`config.mk`:
```
export PLATFORM = sky130hd
export DESIGN_NAME = mem_arbiter
export DESIGN_NICKNAME = d
export VERILOG_FILES = /design/src/rtl/mem_arbiter.sv
export SDC_FILE = /design/constraint.sdc
export NUM_CORES = 1
export LEC_CHECK = 0
export ABC_AREA = 1
export CAP_MARGIN = 20
export CORE_ASPECT_RATIO = 0.5
export CORE_MARGIN = 10
export CORE_UTILIZATION = 35
export DETAILED_ROUTE_END_ITERATION = 16
export GPL_TIMING_DRIVEN = 0
export PLACE_DENSITY_LB_ADDON = 0.1
export SKIP_CTS_REPAIR_TIMING = 1
export SYNTH_ARGS = -nofsm -noshare
export SYNTH_HDL_FRONTEND = slang
export SYNTH_SLANG_ARGS = --single-unit
```
`constraint.sdc`:
```
create_clock -name clk -period 1.9 [get_ports clk]
set_input_delay 0.285 -clock clk [delete_from_list [all_inputs] [get_ports clk]]
set_output_delay 0.285 -clock clk [all_outputs]
set_load 0.02 [all_outputs]
```
`src/rtl/mem_arbiter.sv`:
```
// N-port arbiter sharing one PSRAM controller between bus masters.
// Fixed-priority or round-robin selection; one outstanding command, with a timeout guard.
module mem_arbiter #(
    parameter int NUM_PORTS = 2,
    parameter int ADDR_W    = 16,
    parameter int BANK_W    = 6,
    parameter int DATA_W    = 8,
    parameter int RR_MODE   = 0,
    parameter int TIMEOUT   = 255
) (
    input  logic                        clk,
    input  logic                        reset,
    input  logic [NUM_PORTS-1:0]        i_req,
    input  logic [NUM_PORTS-1:0]        i_write,
    input  logic [NUM_PORTS*ADDR_W-1:0] i_addr,
    input  logic [NUM_PORTS*BANK_W-1:0] i_bank,
    input  logic [NUM_PORTS*DATA_W-1:0] i_wdata,
    output logic [NUM_PORTS-1:0]        o_done,
    output logic                        o_err,
    output logic [DATA_W-1:0]           o_rdata,
    output logic [NUM_PORTS-1:0]        o_grant,
    output logic                        o_ce,
    output logic                        o_write,
    output logic [ADDR_W-1:0]           o_addr,
    output logic [BANK_W-1:0]           o_bank,
    output logic [DATA_W-1:0]           o_wdata,
    input  logic                        i_busy,
    input  logic                        i_dataReady,
    input  logic [DATA_W-1:0]           i_rdata
);

    localparam int IDX_W = (NUM_PORTS > 1) ? $clog2(NUM_PORTS) : 1;
    localparam int CNT_W = $clog2(TIMEOUT + 1);

    typedef enum logic [2:0] {
        S_IDLE,
        S_ISSUE,
        S_WAIT_ACCEPT,
        S_WAIT_DONE,
        S_DONE
    } state_t;

    state_t                 state_q, state_d;
    logic [NUM_PORTS-1:0]   grant_q, grant_d;
    logic [NUM_PORTS-1:0]   done_q, done_d;
    logic                   err_q, err_d;
    logic                   ce_q, ce_d;
    logic                   write_q, write_d;
    logic [ADDR_W-1:0]      addr_q, addr_d;
    logic [BANK_W-1:0]      bank_q, bank_d;
    logic [DATA_W-1:0]      wdata_q, wdata_d;
    logic [DATA_W-1:0]      rdata_q, rdata_d;
    logic [CNT_W-1:0]       cnt_q, cnt_d;
    logic [IDX_W-1:0]       last_grant_q, last_grant_d;

    logic [ADDR_W-1:0]      port_addr  [NUM_PORTS];
    logic [BANK_W-1:0]      port_bank  [NUM_PORTS];
    logic [DATA_W-1:0]      port_wdata [NUM_PORTS];

    logic [IDX_W-1:0]       win_idx;
    logic [IDX_W-1:0]       cand_idx;
    logic                   win_vld;
    logic                   timed_out;

    genvar gi;
    generate
        for (gi = 0; gi < NUM_PORTS; gi++) begin : g_unpack
            assign port_addr[gi]  = i_addr[gi*ADDR_W +: ADDR_W];
            assign port_bank[gi]  = i_bank[gi*BANK_W +: BANK_W];
            assign port_wdata[gi] = i_wdata[gi*DATA_W +: DATA_W];
        end
    endgenerate

    // Round-robin scans from last_grant+1 so the previous winner is considered last.
    always_comb begin
        win_vld  = 1'b0;
        win_idx  = '0;
        cand_idx = '0;
        for (int k = 1; k <= NUM_PORTS; k++) begin
            if (RR_MODE != 0) begin
                cand_idx = IDX_W'((int'(last_grant_q) + k) % NUM_PORTS);
            end else begin
                cand_idx = IDX_W'(k - 1);
            end
            if (!win_vld && i_req[cand_idx]) begin
                win_vld = 1'b1;
                win_idx = cand_idx;
            end
        end
    end

    assign timed_out = (cnt_q == CNT_W'(TIMEOUT - 1));

    always_comb begin
        state_d      = state_q;
        grant_d      = grant_q;
        done_d       = '0;
        err_d        = err_q;
        ce_d         = 1'b0;
        write_d      = write_q;
        addr_d       = addr_q;
        bank_d       = bank_q;
        wdata_d      = wdata_q;
        rdata_d      = rdata_q;
        cnt_d        = cnt_q;
        last_grant_d = last_grant_q;

        case (state_q)
            S_IDLE: begin
                if (win_vld) begin
                    grant_d          = '0;
                    grant_d[win_idx] = 1'b1;
                    write_d          = i_write[win_idx];
                    addr_d           = port_addr[win_idx];
                    bank_d           = port_bank[win_idx];
                    wdata_d          = port_wdata[win_idx];
                    last_grant_d     = win_idx;
                    ce_d             = 1'b1;
                    state_d          = S_ISSUE;
                end
            end
            S_ISSUE: begin
                cnt_d   = '0;
                state_d = S_WAIT_ACCEPT;
            end
            S_WAIT_ACCEPT: begin
                // A read may return data before busy is ever seen.
                if (!write_q && i_dataReady) begin
                    rdata_d = i_rdata;
                    done_d  = grant_q;
                    err_d   = 1'b0;
                    state_d = S_DONE;
                end else if (i_busy) begin
                    cnt_d   = '0;
                    state_d = S_WAIT_DONE;
                end else if (timed_out) begin
                    if (!write_q) rdata_d = '0;
                    done_d  = grant_q;
                    err_d   = 1'b1;
                    state_d = S_DONE;
                end else begin
                    cnt_d = cnt_q + CNT_W'(1);
                end
            end
            S_WAIT_DONE: begin
                if ((!write_q && i_dataReady) || (write_q && !i_busy)) begin
                    if (!write_q) rdata_d = i_rdata;
                    done_d  = grant_q;
                    err_d   = 1'b0;
                    state_d = S_DONE;
                end else if (timed_out) begin
                    if (!write_q) rdata_d = '0;
                    done_d  = grant_q;
                    err_d   = 1'b1;
                    state_d = S_DONE;
                end else begin
                    cnt_d = cnt_q + CNT_W'(1);
                end
            end
            S_DONE: begin
                grant_d = '0;
                err_d   = 1'b0;
                state_d = S_IDLE;
            end
            default: begin
                state_d = S_IDLE;
            end
        endcase
    end

    always_ff @(posedge clk or posedge reset) begin
        if (reset) begin
            state_q      <= S_IDLE;
            grant_q      <= '0;
            done_q       <= '0;
            err_q        <= 1'b0;
            ce_q         <= 1'b0;
            write_q      <= 1'b0;
            addr_q       <= '0;
            bank_q       <= '0;
            wdata_q      <= '0;
            rdata_q      <= '0;
            cnt_q        <= '0;
            last_grant_q <= IDX_W'(NUM_PORTS - 1);
        end else begin
            state_q      <= state_d;
            grant_q      <= grant_d;
            done_q       <= done_d;
            err_q        <= err_d;
            ce_q         <= ce_d;
            write_q      <= write_d;
            addr_q       <= addr_d;
            bank_q       <= bank_d;
            wdata_q      <= wdata_d;
            rdata_q      <= rdata_d;
            cnt_q        <= cnt_d;
            last_grant_q <= last_grant_d;
        end
    end

    assign o_done  = done_q;
    assign o_err   = err_q;
    assign o_rdata = rdata_q;
    assign o_grant = grant_q;
    assign o_ce    = ce_q;
    assign o_write = write_q;
    assign o_addr  = addr_q;
    assign o_bank  = bank_q;
    assign o_wdata = wdata_q;

endmodule

```
Word-level counts from Yosys, hierarchy flattened
Index checks and enable logic that the tools add are counted.
{ "word_totals": {"regBits": 56, "inputBits": 76, "output_inout_bits": 45, "wordCells": 92} }
{ "op_classes": {"n_addsub": 1, "order_cmp": 3, "n_eq_ne": 10, "n_mux": 48, "bitwise_logic": 1, "reduce_logical": 18} }
{ "op_table": {"columns": ["cell", "n"], "rows": [
  ["two-way mux 8 bit", 13],
  ["two-way mux 16 bit", 3],
  ["case mux 8 bit (3 select lines)", 1],
  ["two-way mux 6 bit", 3],
  ["case mux 8 bit (2 select lines)", 1],
  ["two-way mux 3 bit", 5],
  ["two-way mux 1 bit", 12],
  ["case mux 3 bit (4 select lines)", 1],
  ["two-way mux 2 bit", 5],
  ["adder 8 x 1 -> 8 bit, second input constant", 1],
  ["== test 8 bit, second input constant", 1],
  ["case mux 2 bit (2 select lines)", 2],
  ["== test 3 x 2 -> 1 bit, second input constant", 2],
  ["inequality test 2 bit, second input constant", 3],
  ["inequality test 3 bit, second input constant", 2],
  ["AND reduction 2 bit", 3],
  ["AND reduction 3 bit", 2],
  ["nonzero test 3 bit", 2],
  ["logical AND 1 bit", 4],
  ["nonzero test 2 bit", 2],
  ["== test 3 x 1 -> 1 bit, second input constant", 1],
  ["== test 3 bit, second input constant", 1],
  ["zero test 1 bit", 3],
  ["zero test 3 bit", 1],
  ["7 further kinds", 7]
]} }

Longest topological paths before layout
{ "logic_depth": {"ltp_word": 10, "ltp_mapped": 9, "ltp_nobuf": 9} }

Worst setup path before layout
OpenSTA, ideal clock, no wires.
{ "synth_timing": {"kind": "reg-to-reg", "from": "register cnt_q[0]", "to": "register rdata_q[0] (netlist: o_rdata[0])", "arrival_ps": 1278, "slack_ps": 505, "stages_incl_launch_ff": 10, "n_path_buf": 0, "cell_sequence": "dfrtp_1 -> inv_1 -> ha_1 -> nand2_1 -> nor2_1 -> nand3_1 -> nand2_1 -> nand2_1 -> nand3_1 -> nand2_1"} }
{ "synth_via": {"elab_chain_cells": 5, "word_cells_on_any_way": 6, "classes_between": "eq/ne: 1; mux: 5"} }
{ "synth_lines": {"columns": ["element", "line_no", "text"], "rows": [
  ["from (decl)", "53", "logic [CNT_W-1:0] cnt_q, cnt_d;"],
  ["from (signal assigned)", "196", "cnt_q <= cnt_d;"],
  ["== test 8 bit (*)", "92", "assign timed_out = (cnt_q == CNT_W'(TIMEOUT - 1));"],
  ["two-way mux 8 bit (*)", null, null],
  ["two-way mux 8 bit (2 in a row)", null, null],
  ["case mux 8 bit (2 select lines) (*)", null, null],
  ["to (signal assigned)", "195", "rdata_q <= rdata_d;"],
  ["to (decl)", "52", "logic [DATA_W-1:0] rdata_q, rdata_d;"]
]} }
Mark *: on every way between the ends. The rest lies on a longest branch, timed or not. The select of a mux whose other input is x is not followed.
A chain may end at the register's enable or synchronous reset.

Worst setup path in the final report
{ "layout_timing": {"from": "register write_q (netlist: o_write)", "to": "output o_write"} }
{ "layout_lines": {"columns": ["element", "line_no", "text"], "rows": [
  ["from (decl)", "48", "logic write_q, write_d;"],
  ["from (signal assigned)", "191", "write_q <= write_d;"],
  ["to (decl)", "23", "output logic o_write,"]
]} }
No word-level cell between the ends.

==> results by group <==
Finish
  – Layout fillers: 765
  – Post-route insts no fill: 610
  – Share of layout cells above drive strength 1: 0.0783
  – Nets@finish: 575
  – Multi-input logic area: 1260 sq um
  – Area delta synth->final: 53.1%
  – Sequential cell area: 1400 sq um
  – Final core utilization: 0.545
  – Antenna cells: 0

Detailed routing
  – Avg WL per Cell: 13.7 um
  – Detailed-route via count: 2678
  – Iteration count of the initial detailed-routing pass: 4
  – Final wirelength: 8380 um
  – Antenna Nets Post-Route: 0
  – 1st-iter DRT viols: 121
  – DRC: 0
  – Drt via density: 4.39

CTS
  – Num CTS Buffers: 5
  – Clock slew at reported path FFs: 0.07 ns
  – Clock latency on the worst-skew pair: 0.29 ns
  – CTS max path bufs: 2
  – CTS tree: done
  – CTS sink cnt: 56
  – H-tree level count: 2
  – Root Buffer: clkbuf_16

Placed design
  – Placed Cells incl. Taps: 602
  – Placer Congestion: 0.793
  – Port bufs: 119
  – Post-DP HPWL: 6440 um

Synth
  – Yosys warns: 0
  – Mapped Cells: 370
  – Synth top area share: 0.497
  – Main synth FF type: dfrtp_1
  – Top cells by area, synth: dfrtp_1 (50%), nand2_1 (23%), nand3_1 (7.3%)
  – FFs w/ async S/R, synth: 1.00
  – Synth unique cells: 28
  – FF+latch count, synth: 56
  – Synthesized area per cell: 7.62 sq um
  – Mapped cell area: 2820 sq um
  – Number of flops mapped to enable cells by yosys: 0
  – Post-synth top area cell: dfrtp_1
  – Net Count, Synth: 448
  – Sequential area share after synthesis: 0.497

STA
  – FMAX: 0.603 GHz
  – Final Cycle Share: 0.873
  – Unrepaired setup endpoints after global routing: false
  – Count of final setup violators: 0
  – Worst-margin pin slew: 0.537 ns
  – Max_slew headroom: 0.642
  – Max Slew Vio Count: 0
  – Clock skew: 0.00593 ns
  – Hold Fails Final Rpt: 0
  – Min Tclk post-route: 1.66 ns

GRT
  – Initial antenna violation count: 0
  – GR Util All Layers: 0.137
  – Largest net degree at the start of global routing: 34
  – Total congestion overflow: 0
  – Number of global-route vias before repair: 2738
  – First-pass GRT wire length: 13900 um

Setup path
  – Worst-path cell chain: clkdlybuf4s50_1
  – Worst path bufs/invs: 1
  – R2r setup slk: 0.25 ns
  – Max incr delay on CP: 0.64 ns
  – Worst reg2reg path startpoint: cnt_q[0]
  – Critical Path RT: 1.62 ns
  – Worst Setup End Kind: output pin
  – Worst setup SP type: flip-flop
  – Worst Path Max Fanout: 5
  – Type of the worst setup path: flip-flop to output pin
  – Reg2reg path depth: 9
  – Crit path DAT: 1.37 ns
  – R2r endpoint: o_rdata[6]
  – Critical path depth in cells: 1
  – CP max stage cell: clkdlybuf4s50_1
  – CP delay by family, top: buffers and inverters

Die
  – DIE WIDTH: 147 um
  – Die footprint: 12300 sq um
  – Core area: 7910 sq um
  – # IOs: 121
  – Height of the die: 83.5 um
  – Initial core utilization: 0.356
  – # rows: 23

Status
  – Status: finished, final reports clean

Power
  – Power Density: 1470 nW/um^2
  – Total power: 6.33 mW
  – Static leakage: 2.05 nW
  – Maximum VDD drop: 0.648 mV

Run
  – Maxcap violations: 0

Hold path
  – Hold Path Class: input pin to asynchronous set/reset pin
## sequential cells by signal (all words and copies together) (netlist names)
name / flops
o_rdata: 8
o_done: 2
cnt_q: 8
o_err: 1
o_wdata: 8
o_write: 1
state_q: 3
o_ce: 1
o_grant: 2
o_bank: 6
o_addr: 16
## cells in the mapped netlist, types with 2 or more instances
| master | instances |
|---|---|
| a21oi_1 | 10 |
| buf_2 | 5 |
| buf_4 | 3 |
| dfrtp_1 | 56 |
| ha_1 | 2 |
| inv_1 | 20 |
| inv_2 | 7 |
| nand2_1 | 174 |
| nand2_2 | 5 |
| nand3_1 | 41 |
| nand4_1 | 2 |
| nor2_1 | 14 |
| nor2_2 | 3 |
| nor2_4 | 4 |
| o21ai_0 | 5 |
| o22ai_1 | 2 |
| o31ai_1 | 5 |
| xor2_1 | 2 |
## metrics by stage
step	setup TNS (ns)	setup WS, ns	hold slack, ns	instance area, sq um
after floorplan	0	0.244	0.418	2820
after global placement	-50.51	-0.903	0.464	4150
after detailed placement	0	0.0369	0.469	4170
after CTS	0	0.227	0.370	4320
after global routing	0	0.0659	0.386	4320
final	0	0.242	0.353	4320
## cells by family after synthesis
kind of cell	after synthesis	synth area share
simple gates	246	0.373
flops	56	0.497
buf+inv	36	0.0546
compound gates	27	0.0573
xor+xnor	3	0.00932
fa+ha+maj	2	0.00888
## worst reg2reg max path, delay by kind of cell (launching register included)
family                   cells  cell delay, ns
buffers and inverters        1            0.09
flip-flops                   1            0.41
AND/OR/NAND/NOR              7            0.86
adder cells (fa/ha/maj)      1            0.17
## how the worst max path moves through the flow
stage | from | end
after floorplan | reset | cnt_q[0]
after global placement | reset | cnt_q[3]
after detailed placement | i_req[0] | o_bank[1]
after CTS | o_write | o_write
after global routing | cnt_q[0] | o_rdata[6]
final | o_write | o_write
## cell type report
class | count | share of cell area
sequential | 56 | 0.325
multi-input combinational | 278 | 0.293
timing repair buffer | 120 | 0.281
clock buffer | 8 | 0.0339
tap | 112 | 0.0325
inverter | 28 | 0.0246
buffer | 8 | 0.0110
## per-layer routing
| layer | GRT usage | wire length, um | part of all wire | vias to the layer above |
|---|---|---|---|---|
| li1 | - | - | - | 1426 |
| met1 | 0.156 | 3590 | 0.43 | 1193 |
| met2 | 0.231 | 4090 | 0.49 | 54 |
| met3 | 0.0639 | 635 | 0.076 | 5 |
| met4 | 0.0295 | 56 | 0.0067 | 0 |
| met5 | 0 | 0 | 0 | - |
## placed cells by master (no fill, tap or decap)
cell type and n:
clkbuf_16 5, inv_1 19, nand3_1 41, o21ai_0 5, o21ai_1 1, nor3_1 1, nand3_4 1, clkbuf_8 1
o22ai_1 2, a21oi_1 10, o211ai_1 1, o21ai_2 1, a31oi_1 1, clkbuf_1 2, nand4_1 2, clkinv_2 1
buf_4 3, xnor2_1 1, ha_1 2, dfrtp_1 56, nor2_2 3, xor2_1 2, o221ai_1 1, nor2_4 4
nor2_1 14, buf_2 5, o31ai_1 5, nand3_2 1, clkdlybuf4s50_1 119, nand2_2 5, inv_2 8, buf_12 1
nand2_1 174
## power breakdown
part	internal [mW]	leakage, nW	switching [mW]
Clock	0.528	0.0712	0.414
Combinational	1.44	1.27	1.93
Sequential	1.70	0.710	0.325
Total	3.66	2.05	2.67
No activity file was read; power rests on OpenSTA's default activity.
